## config.mk

```make
export PLATFORM = sky130hd
export DESIGN_NAME = prbs_burst_ctrl
export DESIGN_NICKNAME = d
export VERILOG_FILES = /design/src/rtl/prbs_burst_ctrl_pkg.sv /design/src/rtl/prbs_burst_ctrl_os_phase_counter.sv /design/src/rtl/prbs_burst_ctrl.sv
export SDC_FILE = /design/constraint.sdc
export NUM_CORES = 1
export LEC_CHECK = 0
export CORE_MARGIN = 2
export CORE_UTILIZATION = 44
export CTS_BUF_LIST = sky130_fd_sc_hd__clkbuf_16
export CTS_CLUSTER_DIAMETER = 200
export DETAILED_ROUTE_END_ITERATION = 8
export MAX_ROUTING_LAYER = met4
export PLACE_DENSITY = 0.83
export SYNTH_ARGS = -nofsm -noshare
export SYNTH_HDL_FRONTEND = slang
export SYNTH_HIERARCHICAL = 1
export SYNTH_SLANG_ARGS = --single-unit
```

## constraint.sdc

```tcl
create_clock -name clk -period 2 [get_ports clk]
set_input_delay 0.3 -clock clk [delete_from_list [all_inputs] [get_ports clk]]
set_output_delay 0.3 -clock clk [all_outputs]
set_load 0.005 [all_outputs]
```

## src/rtl/prbs_burst_ctrl_pkg.sv

```systemverilog
// Shared types and constants for the PRBS burst sequencer.
package prbs_burst_ctrl_pkg;

  localparam int unsigned NB_SEED = 9;

  localparam logic [NB_SEED-1:0] SEED_I_DEF = 9'h1AA;
  localparam logic [NB_SEED-1:0] SEED_Q_DEF = 9'h1FE;

  typedef enum logic [1:0] {
    ST_IDLE = 2'd0,
    ST_LOAD = 2'd1,
    ST_RUN  = 2'd2,
    ST_DONE = 2'd3
  } state_t;

endpackage

```

## src/rtl/prbs_burst_ctrl_os_phase_counter.sv

```systemverilog
// Modulo-OS symbol phase counter with synchronous clear and enable.
module os_phase_counter #(
  parameter int unsigned OS = 4,
  localparam int unsigned PW = (OS > 1) ? $clog2(OS) : 1
) (
  input  logic          clk,
  input  logic          rst,
  input  logic          clr,
  input  logic          en,
  output logic [PW-1:0] phase,
  output logic          tc_c
);

  assign tc_c = (phase == PW'(OS - 1));

  always_ff @(posedge clk or posedge rst) begin
    if (rst) begin
      phase <= '0;
    end else if (clr) begin
      phase <= '0;
    end else if (en) begin
      phase <= tc_c ? '0 : PW'(phase + 1'b1);
    end
  end

endmodule

```

## src/rtl/prbs_burst_ctrl.sv

```systemverilog
// Burst sequencer: seed reload, then one advance strobe every OS clocks.
module prbs_burst_ctrl
  import prbs_burst_ctrl_pkg::*;
#(
  parameter int unsigned         OS      = 4,
  parameter int unsigned         NB_LEN  = 16,
  parameter int unsigned         NB_SEED = prbs_burst_ctrl_pkg::NB_SEED,
  parameter logic [NB_SEED-1:0]  SEED_I  = prbs_burst_ctrl_pkg::SEED_I_DEF,
  parameter logic [NB_SEED-1:0]  SEED_Q  = prbs_burst_ctrl_pkg::SEED_Q_DEF
) (
  input  logic              clk,
  input  logic              rst,
  input  logic              start,
  input  logic              stop,
  input  logic              continuous,
  input  logic [NB_LEN-1:0] burst_len,
  output logic              prbs_load,
  output logic              prbs_en,
  output logic [NB_SEED-1:0] seed_i,
  output logic [NB_SEED-1:0] seed_q,
  output logic              sym_strobe,
  output logic              busy,
  output logic              done,
  output logic [NB_LEN-1:0] sym_cnt
);

  localparam int unsigned PW = (OS > 1) ? $clog2(OS) : 1;

  state_t            state;
  logic [NB_LEN-1:0] len_q;
  logic              cont_q;
  logic [NB_LEN-1:0] sym_cnt_nxt;
  logic              strobe;
  logic              tc;
  logic [PW-1:0]     unused_phase;

  // Phase only advances in RUN; every other state holds it at zero.
  os_phase_counter #(.OS(OS)) u_phase (
    .clk   (clk),
    .rst   (rst),
    .clr   (state != ST_RUN),
    .en    (state == ST_RUN),
    .phase (unused_phase),
    .tc_c  (tc)
  );

  assign strobe      = (state == ST_RUN) && tc;
  assign sym_cnt_nxt = sym_cnt + 1'b1;

  always_ff @(posedge clk or posedge rst) begin
    if (rst) begin
      state   <= ST_IDLE;
      len_q   <= '0;
      cont_q  <= 1'b0;
      sym_cnt <= '0;
    end else begin
      case (state)
        ST_IDLE: begin
          if (start && !stop) begin
            state   <= ST_LOAD;
            len_q   <= burst_len;
            cont_q  <= continuous;
            sym_cnt <= '0;
          end
        end
        ST_LOAD: begin
          state <= ((len_q == '0) && !cont_q) ? ST_DONE : ST_RUN;
        end
        ST_RUN: begin
          // A strobe decoded in the stop cycle is still counted.
          if (strobe) begin
            sym_cnt <= sym_cnt_nxt;
          end
          if (stop) begin
            state <= ST_IDLE;
          end else if (strobe && !cont_q && (sym_cnt_nxt == len_q)) begin
            state <= ST_DONE;
          end
        end
        ST_DONE: begin
          state <= ST_IDLE;
        end
        default: begin
          state <= ST_IDLE;
        end
      endcase
    end
  end

  assign prbs_load  = (state == ST_LOAD);
  assign prbs_en    = strobe;
  assign sym_strobe = strobe;
  assign busy       = (state != ST_IDLE);
  assign done       = (state == ST_DONE);
  assign seed_i     = SEED_I;
  assign seed_q     = SEED_Q;

endmodule

```

# Word level (Yosys, flattened, before mapping)
# Index checks and enable logic that the tools add are counted.
word_totals:
  wordCells: 42
  reg_bits: 37
  in_bits: 21
op_classes:
  reduce_logical: 15
  add_sub_neg: 2
  mux: 11
  n_eq_ne: 9
op_table:
  columns: ["cell", "n"]
  rows:
  - ["2-to-1 mux 16 bit", 2]
  - ["case mux 16 bit (2 select lines)", 1]
  - ["adder 16 x 1 -> 16 bit, second input constant", 1]
  - ["equality test 16 bit", 1]
  - ["logical NOT 16 bit", 1]
  - ["2-to-1 mux 2 bit", 6]
  - ["case mux 2 bit (4 select lines)", 1]
  - ["equality test 2 bit, second input constant", 3]
  - ["inequality test 2 bit, second input constant", 3]
  - ["nonzero test 2 bit", 3]
  - ["logical AND 1 bit", 5]
  - ["AND reduction 2 bit", 2]
  - ["inequality test 3 bit, second input constant", 1]
  - ["AND reduction 3 bit", 1]
  - ["adder 2 x 1 -> 2 bit, second input constant", 1]
  - ["equality test 2 x 1 -> 1 bit, second input constant", 1]
  - ["logical NOT 1 bit", 2]
  - ["logical NOT 2 bit", 1]
  - ["2-to-1 mux 1 bit", 1]

# Depth between registers and ports, before layout
depth:
  word_depth: 7
  ltp_mapped: 8

# Hierarchy
# Netlist, hierarchy kept.
by_module_without_submodules:
  columns: ["module", "instances", "seq_area_each_um2", "cells_per_inst", "area_each_um2"]
  rows:
  - ["prbs_burst_ctrl", 1, 875.8, 229, 2157.1]
  - ["os_phase_counter", 1, 50.0, 9, 103.8]

# Worst setup path before layout
# Ideal clock, no wire load.
synth_path:
  path_type: "register -> register"
  startpoint: "register sym_cnt[0]"
  endpoint: "register state[0]"
  arrival_ns: 2.136
  slack_ns: -0.228
  stages_incl_launch_ff: 8
  required_ns: 1.908
  setup_time_ns: 0.092
  path_cell_list: "dfrtp_1 clkbuf_1 nand3_1 nor2_1 nand4_1 xnor2_1 or4_1 o31ai_2"
synth_via:
  elab_chain_cells: 5
synth_rtl:
  columns: ["element", "line_no", "source"]
  rows:
  - ["start: declaration", "prbs_burst_ctrl.sv:24", "output logic [NB_LEN-1:0] sym_cnt"]
  - ["start signal: assignment", "prbs_burst_ctrl.sv:72", "sym_cnt <= sym_cnt_nxt;"]
  - ["adder 16 x 1 -> 16 bit", "prbs_burst_ctrl.sv:48", "assign sym_cnt_nxt = sym_cnt + 1'b1;"]
  - ["equality test 16 bit", "prbs_burst_ctrl.sv:76", "end else if (strobe && !cont_q && (sym_cnt_nxt == len_q)) begin"]
  - ["logical AND 1 bit", "prbs_burst_ctrl.sv:76", null]
  - ["inequality test 3 bit (no line)", null, null]
  - ["AND reduction 2 bit (no line)", null, null]
  - ["end signal: assignment", "prbs_burst_ctrl.sv:67", "state <= ((len_q == '0) && !cont_q) ? ST_DONE : ST_RUN;"]
  - ["end: declaration", "prbs_burst_ctrl.sv:29", "state_t state;"]
# No other way between the ends.
# A chain may end at the register's enable or synchronous reset.

# Final worst setup path
# Ends and elaborated chain as after synthesis.

==> summary.txt <==
Job
  • MaxCap Viol Count: 0

Cells and area
  • Commonest cells after routing, fill and taps aside: buf_4, clkdlybuf4s50_1, dfrtp_1
  • Net count, final: 347
  • Layout cells sized above 1: about 33%
  • Fin util: 65.1%
  • Final design area excluding fillers: 3280 um2
  • Ant diodes: 0
  • Most common cell after layout, fill and taps aside: buf_4
  • Area Growth Syn to Fin: 45.2%

Floorplan
  • Overall die width: around 76 um
  • Io pins: 60
  • Row count: 26
  • Core Box Area: 5040 um2
  • Die ar.: about 5700 um2
  • Die height: 75.7 um
  • Initial Util: 44.8%

Synthesis
  • Largest family of logic cells by synthesized area: simple AND/OR/NAND/NOR gates
  • Xor and xnor area share after synthesis: 10.1%
  • Mux cell area share after synthesis: 8.91%
  • Post-Synthesis Mean Instance Area: 9.50 um2
  • Post-Syn Instances: 238
  • Number of synthesized flops with an enable pin: 0
  • Yosys warnings: 6
  • Primary FF master, synth: dfrtp_1
  • Async S/R FF share, synth: 100%
  • Compound-Gate Fraction of Synth Area: 11.7%
  • Synth Area in Simple Gates: about 17%
  • Register area share after synthesis: 41.0%
  • Synth unique cells: 39
  • Flops & latches, synth: 37
  • Mapped cell area: between 2000 and 2500 um2
  • Area share of fa/ha/maj cells after synthesis: about 1.1%

Worst hold path
  • Hold Crit Class: in -> async

STA
  • Final Setup Violations: 1
  • Fin worst setup slack: -0.0758 ns
  • Pins over their slew limit: 0
  • Slew @ Worst Pin: 0.634 ns
  • RSZ-0062 raised after global routing: true
  • Max Freq: 482 MHz
  • Setup Skew: 0.00478 ns
  • Setup tns final: -0.0758 ns
  • Hold_ws: 0.196 ns
  • Tcrit/Tclk final: 104%
  • Slew margin rel.: 57.7%
  • Final min period: a little over 2 ns
  • Final hold vios: 0

Critical path
  • Worst setup SP type: register
  • Worst r2r dst: state[0]
  • Worst EP arrival: 2.26 ns
  • Reg2Reg Depth: 8
  • Critical R2R Launch: sym_cnt[0]
  • Worst reg2reg setup slack: -0.08 ns
  • Delay of the slowest critical-path stage: 0.44 ns
  • Crit. End Element: register
  • WS Path Type: reg -> reg
  • Slowest stage cell, crit path: or4_1
  • Worst-path cell chain: ha_4 > buf_4 > xnor2_2 > xnor2_1 > nor2_1 > nand4_1 > or4_1 > o31ai_2
  • CP top delay family: simple AND/OR/NAND/NOR gates
  • Crit Path Max Fanout: 5
  • CP Buf/Inv Count: 1
  • WP data required: 2.19 ns

Clocking
  • H-Tree Depth: 2
  • Deepest clock path buffer count: 2
  • Post-CTS Hold Buffers: 0
  • CTS clk-pin slew, worst paths: 0.06 ns
  • Num CTS Buffers: 5
  • CTS tree: done
  • CTS sink cnt: 37
  • CTS Root Cell: clkbuf_16
  • Worst-Skew Late Latency: between 0.2 and 0.3 ns

Drt
  • Initial DRC count: around 230
  • Vias: 2,077
  • Wire per inst: 15.4 um
  • Residual DRC count: 0
  • Drt total wl: 6.08 mm
  • First-pass DRT Iterations: 4
  • Antenna Violating Nets Remaining: 0
  • Via density: roughly 5.3

Run status
  • Outcome: complete, but fails checks
  • Violations in the final reports: negative setup slack

GRT
  • Total GRT Usage: around 22%
  • Vias in the first global route: roughly 1,900
  • First-pass GRT wire length: 9.34 mm
  • Initial antenna violation count: 0
  • GRT overflow: 0
  • Largest net degree at the start of global routing: 36

Power and ir drop
  • PwrDens: around 680 nW/um2
  • Maximum VDD drop: 0.000452 V
  • Leak: 0.00146 uW

Placement
  • DP Wirelength: 4.07 mm
  • IO Port Bufs: 41
  • Placer congestion estimate: about 0.87
  • DP Area: around 2900 um2
layer usage:
layer / vias up / part of all wire, % / track usage, % / wire length (um)
li1: 967 / - / - / -
met1: 982 / 42 / 29.2 / 2570
met2: 112 / 49 / 35.7 / 2990
met3: 16 / 6.0 / 4.10 / 367
met4: 0 / 2.6 / 5.65 / 159
met5: - / 0 / - / 0
how the worst max path moves through the flow:
stage	end	cells past startpoint	start	slack, ns
after floorplan	state[0]	7	sym_cnt[8]	0.0006
after global placement	state[0]	5	sym_cnt[4]	-0.003
after detailed placement	state[0]	6	sym_cnt[0]	-0.08
after CTS	state[0]	6	sym_cnt[0]	-0.003
after global routing	state[0]	7	sym_cnt[3]	-0.1
final	state[0]	8	sym_cnt[0]	-0.08
per-stage QoR:
stage / instances / total power [uW] / setup slack, ns
floorplan: 254 / 1260 / 0.000622
global placement: 371 / 1400 / -0.00345
detailed placement: 371 / 1430 / -0.0800
CTS: 386 / 2200 / -0.00314
global route: 395 / 2350 / -0.0994
finish: 395 / 2230 / -0.0758
state kept, by name (all words and copies together), names as in the netlist:
name	count
len_q	16
sym_cnt	16
state	2
u_phase/phase	2
cont_q	1
cells by family after synthesis:
logic type | after synthesis
fa+ha+maj | 2
xor+xnor | 26
simple gates | 73
compound gates | 43
other cells | 2
buf+inv | 37
flops | 37
mux | 18
final cells by class:
cell class,instances,area [um2]
fillers,386,1760
clock buffers,5,125
inverters,5,18.8
clock inverters,3,17.5
repair buffers,95,822
multi-input cells,180,1280
flip-flops and latches,37,930
well taps,70,87.6
what timing repair did:
action / CTS / global route
pin swaps: 1 / 10
resized for setup: 8 / 17
buffers inserted: 7 / 9
endpoints found under the setup margin: 8 / 19
synth_stat cells (3+ instances only):
library cell	count	area (um2)
a21oi_1	3	15.0
a31oi_1	5	31.3
and3_1	5	31.3
buf_2	3	15.0
buf_4	19	143
clkbuf_1	9	33.8
dfrtp_1	37	926
inv_1	4	15.0
mux2_2	17	191
nand2_1	13	48.8
nand3_1	13	65.1
nand4_1	4	25.0
nor2_1	19	71.3
nor3_1	3	15.0
nor4_1	4	25.0
o21ai_0	21	105
o31ai_1	7	52.6
xnor2_1	15	131
xor2_1	11	96.3
power by group:
group	leakage, uW	total, uW	internal, uW	switching, uW
combinational	0.000921	528	304	224
clock	0.0000696	754	456	298
sequential	0.000473	948	850	97.9
total	0.00146	2230	1610	620
Note: power is estimated with default switching activity, not from simulation.
